[src/rtl/seq_shifter.sv]
// Multi-cycle shift unit: one bit per clock, LSL/LSR/ASL/ASR plus optional ROL/ROR,
// start/busy/done handshake. Define ROTATE_EN to build the rotate modes (100/101).
module seq_shifter #(
    parameter int WIDTH   = 16,
    parameter int SHAMT_W = $clog2(WIDTH)
) (
    input  logic               clk,
    input  logic               rst_n,
    input  logic               start,
    input  logic [2:0]         mode,
    input  logic [SHAMT_W-1:0] amt,
    input  logic [WIDTH-1:0]   a,
    output logic               busy,
    output logic               done,
    output logic [WIDTH-1:0]   y,
    output logic               ovf,
    output logic               err
);

    localparam logic [2:0] MODE_LSL = 3'b000;
    localparam logic [2:0] MODE_LSR = 3'b001;
    localparam logic [2:0] MODE_ASL = 3'b010;
    localparam logic [2:0] MODE_ASR = 3'b011;
    localparam logic [2:0] MODE_ROL = 3'b100;
    localparam logic [2:0] MODE_ROR = 3'b101;

    typedef enum logic [1:0] {
        ST_IDLE  = 2'b00,
        ST_SHIFT = 2'b01,
        ST_FIN   = 2'b10
    } state_t;

    state_t             state_q;
    logic [SHAMT_W-1:0] cnt_q;
    logic [2:0]         mode_q;
    logic [WIDTH-1:0]   y_q;
    logic [WIDTH-1:0]   y_d;
    logic               busy_q;
    logic               done_q;
    logic               ovf_q;
    logic               err_q;
    logic               legal_s;
    logic               ovf_step_s;

    // One 1-bit step of the selected mode; unknown modes leave the value untouched.
    function automatic logic [WIDTH-1:0] step_f(input logic [2:0] m, input logic [WIDTH-1:0] v);
        logic [WIDTH-1:0] r;
        case (m)
            MODE_LSL, MODE_ASL: r = {v[WIDTH-2:0], 1'b0};
            MODE_LSR:           r = {1'b0, v[WIDTH-1:1]};
            MODE_ASR:           r = {v[WIDTH-1], v[WIDTH-1:1]};
`ifdef ROTATE_EN
            MODE_ROL:           r = {v[WIDTH-2:0], v[WIDTH-1]};
            MODE_ROR:           r = {v[0], v[WIDTH-1:1]};
`endif
            default:            r = v;
        endcase
        return r;
    endfunction

    // Mode legality decode, next shift value and the per-step ASL overflow condition.
    always_comb begin
`ifdef ROTATE_EN
        legal_s = (mode <= MODE_ROR);
`else
        legal_s = (mode[2] == 1'b0);
`endif
        y_d        = step_f(mode_q, y_q);
        ovf_step_s = (mode_q == MODE_ASL) && (y_q[WIDTH-1] != y_q[WIDTH-2]);
    end

    // Control FSM with registered datapath and handshake outputs.
    always_ff @(posedge clk) begin
        if (!rst_n) begin
            state_q <= ST_IDLE;
            cnt_q   <= '0;
            mode_q  <= 3'b000;
            y_q     <= '0;
            busy_q  <= 1'b0;
            done_q  <= 1'b0;
            ovf_q   <= 1'b0;
            err_q   <= 1'b0;
        end else begin
            done_q <= 1'b0;
            case (state_q)
                ST_IDLE: begin
                    if (start) begin
                        y_q     <= a;
                        cnt_q   <= amt;
                        mode_q  <= mode;
                        ovf_q   <= 1'b0;
                        err_q   <= ~legal_s;
                        busy_q  <= 1'b1;
                        state_q <= (legal_s && (amt != '0)) ? ST_SHIFT : ST_FIN;
                    end else begin
                        state_q <= ST_IDLE;
                    end
                end
                ST_SHIFT: begin
                    y_q   <= y_d;
                    ovf_q <= ovf_q | ovf_step_s;
                    cnt_q <= cnt_q - SHAMT_W'(1);
                    if (cnt_q == SHAMT_W'(1)) begin
                        state_q <= ST_FIN;
                    end else begin
                        state_q <= ST_SHIFT;
                    end
                end
                ST_FIN: begin
                    state_q <= ST_IDLE;
                    busy_q  <= 1'b0;
                    done_q  <= 1'b1;
                end
                default: begin
                    state_q <= ST_IDLE;
                    busy_q  <= 1'b0;
                end
            endcase
        end
    end

    assign busy = busy_q;
    assign done = done_q;
    assign y    = y_q;
    assign ovf  = ovf_q;
    assign err  = err_q;

endmodule

[config.mk]
export PLATFORM = sky130hd
export DESIGN_NAME = seq_shifter
export DESIGN_NICKNAME = d
export VERILOG_FILES = /design/src/rtl/seq_shifter.sv
export SDC_FILE = /design/constraint.sdc
export NUM_CORES = 1
export LEC_CHECK = 0
export ABC_AREA = 1
export CORE_ASPECT_RATIO = 0.8
export CORE_MARGIN = 5
export CORE_UTILIZATION = 45
export DETAILED_ROUTE_END_ITERATION = 8
export PLACE_DENSITY = 0.8
export SETUP_SLACK_MARGIN = 0.5
export SLEW_MARGIN = 20
export SYNTH_ARGS = -nofsm -noshare
export SYNTH_HDL_FRONTEND = slang
export SYNTH_SLANG_ARGS = --single-unit
[constraint.sdc]
create_clock -name clk -period 1.7 [get_ports clk]
set_clock_uncertainty 0.1 [all_clocks]
set_input_delay 0.34 -clock clk [delete_from_list [all_inputs] [get_ports clk]]
set_output_delay 0.34 -clock clk [all_outputs]
set_load 0.005 [all_outputs]
==> reports/qor.yml, run 1 <==
status:
  status: "finished clean"
worst_hold_path:
  whs_path_depth: 3
  hp-class: "in2reg"
  hold_path.startpoint: "amt[1]"
  min_to: "cnt_q[1]$_SDFFE_PN0P_"
global_routing:
  groute.usage.overall: 0.202
  grt-ovfl-total: 0
  antenna_found_initial: 0
  grt_start_max_net_pins: 22
  grt_first_pass_wirelength_um: 8180
  grt_util_met2: 0.339
  met3_usage: 0.0427
  grt_busiest_layer: "met2"
  met1_usage: 0.266
  grt_pass1_vias: 1774
pwr:
  p_per_area_nw_per_um2: 820
  p_leak_nw: 1.30
  sequentialPowerShare: 0.374
  p_total_mw: 2.14
  p_int_mw: 1.45
  switching_power_mw: 0.692
  clkPwrFrac: 0.245
  power_frac_comb: 0.381
  swShare: 0.323
  ir_drop_uv: 650
finish:
  final_cells: 372
  drive_gt1_frac: 0.367
  syn_to_final_growth_pct: 64.8
  insertedDiodeCount: 0
  final_area_um2: 2610
  finalNetCount: 359
placement:
  gp_congestion: 0.830
  dp.cells: 336
  dpl.hpwl_um: 2950
  dp_slack_ns: -0.0291
  port_buffers: 45
  place_area_um2: 2090
sta:
  setup_viol: 0
  layout_min_cycle_time_ns: 1.44
  worst_slew_pin_slew_ns: 0.253
  setup_tns_ns: 0
  slew_headroom: 0.831
  fin_crit_sh: 0.849
  hold_viol_final: 0
  finalMaxSlewViolations: 0
  grt_setup_unrepaired: "true"
  fmax_ghz: 0.693
  layout_setup_ws_ns: 0.257
routing:
  post-route-drc-count: 0
  totalWireLength_um: 5620
  dr.pass1.iters: 4
  vias: 1922
  wl_per_cell_um: 15.1
  via_per_inst: 5.17
  drtIter0Drc: 202
  antenna_left: 0
worst_setup_path:
  endpoint_kind: "flop"
  reg2reg_depth: 8
  crit_start: "state_q[1]$_SDFF_PN0_"
  critPathKind: "reg2reg"
  rr_startpoint: "state_q[1]$_SDFF_PN0_"
  r2r_setup_slack_ns: 0.26
  regToRegEndpoint: "y[12]$_SDFFE_PN0P_"
  crit_arrival_ns: 1.55
  worstPathRequired_ns: 1.80
  path_max_fanout: 8
  cp-start-kind: "flop"
synthesis:
  yosys-top-cells-count: "nand2_1, nor2_1, dfxtp_1, inv_1, nand3_1"
  avgSynthCellArea_um2: 6.24
  synth_nets: 282
  yosysSeqAreaShare: 0.354
  async_reset_ff_frac: 0
  synth_cell_types: 28
  synth.most_common_cell: "nand2_1"
  synth.ff_latch_count: 28
  ys.warnings.count: 0
  synth_area_leader_cell: "dfxtp_1"
  synth_top_cell_area_share: 0.354
  syn-cell-area_um2: 1590
  synth_edf_count: 0
  synthTopCellsByArea: "dfxtp_1, nand2_1, nor2_1"
  syn_inst: 254
  ys.flop_type: "dfxtp_1"
floorplanning:
  rows: 19
  die_w_um: 76.4
  floorplan.die_area_um2: 4820
  core_area_um2: 3420
  ioPinCount: 46
  die_h_um: 63.1
  start_util: 0.463
clocking:
  path_clk_slew_ns: 0.10
  cts_buffer_depth: 2
  htree_num_levels: 1
  cts-root-buf: "clkbuf_8"
  cts_tree: "done"
  cts_sinks: 28
  cts_buffers: 3
  cts_hold_buf: 0
  insertion_delay_ns: 0.27
flow_run:
  max-cap-violations: 0
[kinds of logic (layout without fill, tap and decap cells)]
| group | count (synthesis) | in the layout | synth area share |
|---|---|---|---|
| xor gates and xnor gates | 2 | 2 | 0.0111 |
| and+or+nand+nor | 145 | 147 | 0.384 |
| buffers and inverters | 39 | 113 | 0.110 |
| DFF | 28 | 28 | 0.354 |
| AOI/OAI and AO/OA | 38 | 38 | 0.125 |
| adders and majority gates | 2 | 2 | 0.0158 |
[what timing repair did]
item | in CTS | in global routing
buffers inserted | 23 | 5
setup endpoints to repair | 45 | 35
gates cloned | 3 | 1
pin swaps | 9 | 22
resized for setup | 121 | 49
[layer usage]
| layer | wire [µm] | vias up | share of wire |
|---|---|---|---|
| met1 | 2310 | 892 | 0.41 |
| met5 | 0 | - | 0 |
| met2 | 2870 | 74 | 0.51 |
| li1 | - | 944 | - |
| met3 | 344 | 12 | 0.061 |
| met4 | 91 | 0 | 0.016 |
[area by class of cell]
type	instances	area [µm²]
Clock inverter	1	30.0
Inverter	29	119
Sequential cell	28	594
Tap cell	42	52.6
Fill cell	242	811
Timing Repair Buffer	80	732
Clock buffer	3	41.3
Multi-Input combinational cell	189	1040
[registers in the layout, summed over array words and instances, names as in the netlist]
name	cells
y	16
cnt_q	4
ovf	1
done	1
busy	1
state_q	2
mode_q	3
[worst max-delay path: stages, from the launching register on]
cell and delay [ns]:
dfxtp_2 0.35, inv_4 0.09, nand2_8 0.09, nor2_4 0.19, buf_12 0.15, nand2_1 0.06, o21ai_1 0.10, nor2_1 0.08
nor2_1 0.13
[power by group through the flow]
stage	registers, mW	logic [mW]	clock network (mW)
final	0.801	0.816	0.526
after global routing	0.812	0.890	0.554
after CTS	0.791	0.690	0.525
after detailed placement	0.811	0.556	0
after global placement	0.810	0.547	0
after floorplan	0.804	0.324	0
[stage by stage]
stage | utilization | hold slack (ns)
floorplan | - | 0.322
global placement | 0.610 | 0.331
detailed placement | 0.610 | 0.345
CTS | 0.705 | 0.353
global route | 0.763 | 0.325
finish | 0.763 | 0.292
[worst max-delay path by stage]
stage	end	slack [ns]	depth (start not counted)
after global routing	y[13]$_SDFFE_PN0P_	0.21	8
after detailed placement	y[5]$_SDFFE_PN0P_	-0.03	7
after floorplan	y[12]$_SDFFE_PN0P_	0.49	9
after CTS	y[7]$_SDFFE_PN0P_	0.38	8
final	y[12]$_SDFFE_PN0P_	0.26	8
after global placement	y[5]$_SDFFE_PN0P_	-0.02	7
[cell usage in the layout, fill, tap and decap left out, types with 4 or more instances in the layout]
cell | synthesis | layout
a21oi_1 | 9 | 4
a21oi_2 | 0 | 5
buf_12 | 0 | 4
buf_2 | 3 | 16
buf_4 | 2 | 24
buf_6 | 2 | 8
clkdlybuf4s50_1 | 0 | 21
dfxtp_1 | 28 | 5
dfxtp_2 | 0 | 21
inv_1 | 26 | 25
nand2_1 | 76 | 66
nand2_2 | 3 | 7
nand2_4 | 2 | 5
nand2_8 | 0 | 5
nand3_1 | 17 | 17
nor2_1 | 41 | 38
o21ai_1 | 11 | 17
o21ai_2 | 0 | 6
No activity file was read; power rests on OpenSTA's default activity.
==> run 2, diff against run 1 <==
--- a/config.mk
+++ b/config.mk
@@ -8,9 +8,9 @@
 export ABC_AREA = 1
 export CORE_ASPECT_RATIO = 0.8
 export CORE_MARGIN = 5
-export CORE_UTILIZATION = 45
+export CORE_UTILIZATION = 42
 export DETAILED_ROUTE_END_ITERATION = 8
-export PLACE_DENSITY = 0.8
+export PLACE_DENSITY = 0.79
 export SETUP_SLACK_MARGIN = 0.5
 export SLEW_MARGIN = 20
 export SYNTH_ARGS = -nofsm -noshare
==> constraint.sdc (replaced) <==
create_clock -name clk -period 1.2 [get_ports clk]
set_clock_uncertainty 0.1 [all_clocks]
set_input_delay 0.24 -clock clk [delete_from_list [all_inputs] [get_ports clk]]
set_output_delay 0.24 -clock clk [all_outputs]
set_load 0.005 [all_outputs]
==> run 2 against run 1 <==
  * The run now ends with negative setup slack left
  * Setup slack lost 0.48 ns
  * First-iteration DRC count increased by 21%
  * Maximum frequency increased by 1.3%
  * Register-to-register slack got worse by 0.48 ns
==> reports/qor.yml, run 2 (synthesized netlist as in run 1, its figures left out) <==
status:
  status: "finished with violations"
  violations: "negative setup slack"
worst_hold_path:
  min_to: "busy$_SDFFE_PN0P_"
  hp-class: "reg2reg"
  whs_path_depth: 1
  hold_path.startpoint: "state_q[1]$_SDFF_PN0_"
worst_setup_path:
  rr_startpoint: "state_q[1]$_SDFF_PN0_"
  critPathKind: "reg2reg"
  crit_buf_inv: 3
  endpoint_kind: "flop"
  regToRegEndpoint: "y[2]$_SDFFE_PN0P_"
  worstPathRequired_ns: 1.28
  reg2reg_depth: 8
  path_max_fanout: 7
  cp-start-kind: "flop"
  crit_arrival_ns: 1.50
  r2r_setup_slack_ns: -0.22
  cpLargestDelayFamily: "simple AND/OR/NAND/NOR gates"
  cp_slowest_stage_delay_ns: 0.35
  path_cells: "inv_4 -> buf_6 -> nand3_4 -> nand2_8 -> buf_12 -> nand3_2 -> nor2_2 -> nor2_1"
  cp_slowest_cell: "dfxtp_2"
routing:
  totalWireLength_um: 6660
  drtIter0Drc: 245
  wl_per_cell_um: 17.1
  antenna_left: 0
  dr.pass1.iters: 5
  post-route-drc-count: 0
  vias: 2120
  via_per_inst: 5.45
finish:
  seq_area_um2: 591
  largest_reg_flops: 16
  insertedDiodeCount: 0
  drive_gt1_frac: 0.423
  final_cell_mix: "nand2_1, nor2_1, buf_4"
  syn_to_final_growth_pct: 81.6
  fillers: 239
  layout_commonest_cell: "nand2_1"
  finalNetCount: 374
  multi_input_area_um2: 1110
sta:
  grt_setup_unrepaired: "true"
  fmax_ghz: 0.702
  layout_setup_ws_ns: -0.224
  hold_viol_final: 0
  worst_slew_pin_slew_ns: 0.309
  fin_crit_sh: 1.19
  finalMaxSlewViolations: 0
  slew_headroom: 0.794
  layout_min_cycle_time_ns: 1.42
  setup_viol: 26
global_routing:
  antenna_found_initial: 0
  grt_first_pass_wirelength_um: 8800
  grt_pass1_vias: 1932
  grt-ovfl-total: 0
  groute.usage.overall: 0.218
  grt_start_max_net_pins: 17
floorplanning:
  rows: 20
  ioPinCount: 46
  die_w_um: 78.7
  die_h_um: 65.0
  core_area_um2: 3730
  start_util: 0.425
  floorplan.die_area_um2: 5110
pwr:
  swShare: 0.333
  p_leak_nw: 1.33
  power_frac_comb: 0.408
  p_total_mw: 3.20
  p_int_mw: 2.13
  switching_power_mw: 1.06
  clkPwrFrac: 0.239
  ir_drop_uv: 680
  p_per_area_nw_per_um2: 1110
  sequentialPowerShare: 0.353
placement:
  dp_slack_ns: -0.403
  gp_congestion: 0.860
  port_buffers: 45
  dpl.hpwl_um: 3290
flow_run:
  max-cap-violations: 0
clocking:
  cts_hold_buf: 0
  insertion_delay_ns: 0.29
  htree_num_levels: 1
  cts_sinks: 28
  cts_tree: "done"
  cts-root-buf: "clkbuf_8"
  cts_buffer_depth: 2
  cts_buffers: 3
  path_clk_slew_ns: 0.10
## run 2: repair_timing
item	4_1_cts	5_1_grt
hold endpoints to repair	0	0
setup buffers	7	2
gates resized for setup	132	45
pin swaps	31	21
gates cloned	2	1
setup endpoints to repair	48	48
## run 2: worst register-to-register path, cell delays in order (launching register included)
cell     delay (ns)
dfxtp_2        0.35
inv_4          0.08
buf_6          0.11
nand3_4        0.09
nand2_8        0.15
buf_12         0.14
nand3_2        0.07
nor2_2         0.15
nor2_1         0.08
## run 2: how the worst max path moves through the flow
stage	slack [ns]	endpoint	cells after the start	startpoint
final	-0.22	y[2]$_SDFFE_PN0P_	8	state_q[1]$_SDFF_PN0_
after global placement	-0.37	y[13]$_SDFFE_PN0P_	7	start
after detailed placement	-0.40	state_q[0]$_SDFF_PN0_	6	start
after floorplan	0.03	y[15]$_SDFFE_PN0P_	8	state_q[0]$_SDFF_PN0_
after CTS	-0.08	y[5]$_SDFFE_PN0P_	8	state_q[1]$_SDFF_PN0_
after global routing	-0.27	y[2]$_SDFFE_PN0P_	8	state_q[1]$_SDFF_PN0_
## run 2: metrics by stage
stage                     TNS (ns)  cell area [µm²]  utilization  instances  hold WS [ns]
after floorplan                  0             1670            -        254         0.278
after CTS                    -1.43             2640        0.708        386         0.340
after global placement       -8.68             2440        0.653        373         0.340
after global routing         -4.81             2880        0.772        389         0.349
final                        -3.20             2880        0.772        389         0.337
after detailed placement     -9.46             2440        0.653        373         0.344
## run 2: metal layers
layer | vias to the layer above | track usage | part of all wire
li1 | 981 | - | -
met1 | 965 | 0.272 | 0.39
met5 | - | 0 | 0
met3 | 38 | 0.0389 | 0.095
met4 | 0 | 0.0873 | 0.055
met2 | 136 | 0.370 | 0.46
## run 2: layout make-up
cell class	instances	share of cell area
tap	44	0.0191
clock inverter	1	0.0104
multi-input combinational	188	0.385
timing repair buffer	96	0.322
clock buffer	3	0.0143
inverter	29	0.0439
sequential	28	0.205
## run 2: power by group through the flow
stage	Combinational, mW	Sequential, mW	Clock (mW)
2_1_floorplan	0.485	1.15	0
3_3_place_gp	1.00	1.12	0
3_5_place_dp	1.02	1.13	0
4_1_cts	1.08	1.12	0.762
5_1_grt	1.40	1.14	0.801
6_report	1.30	1.13	0.763
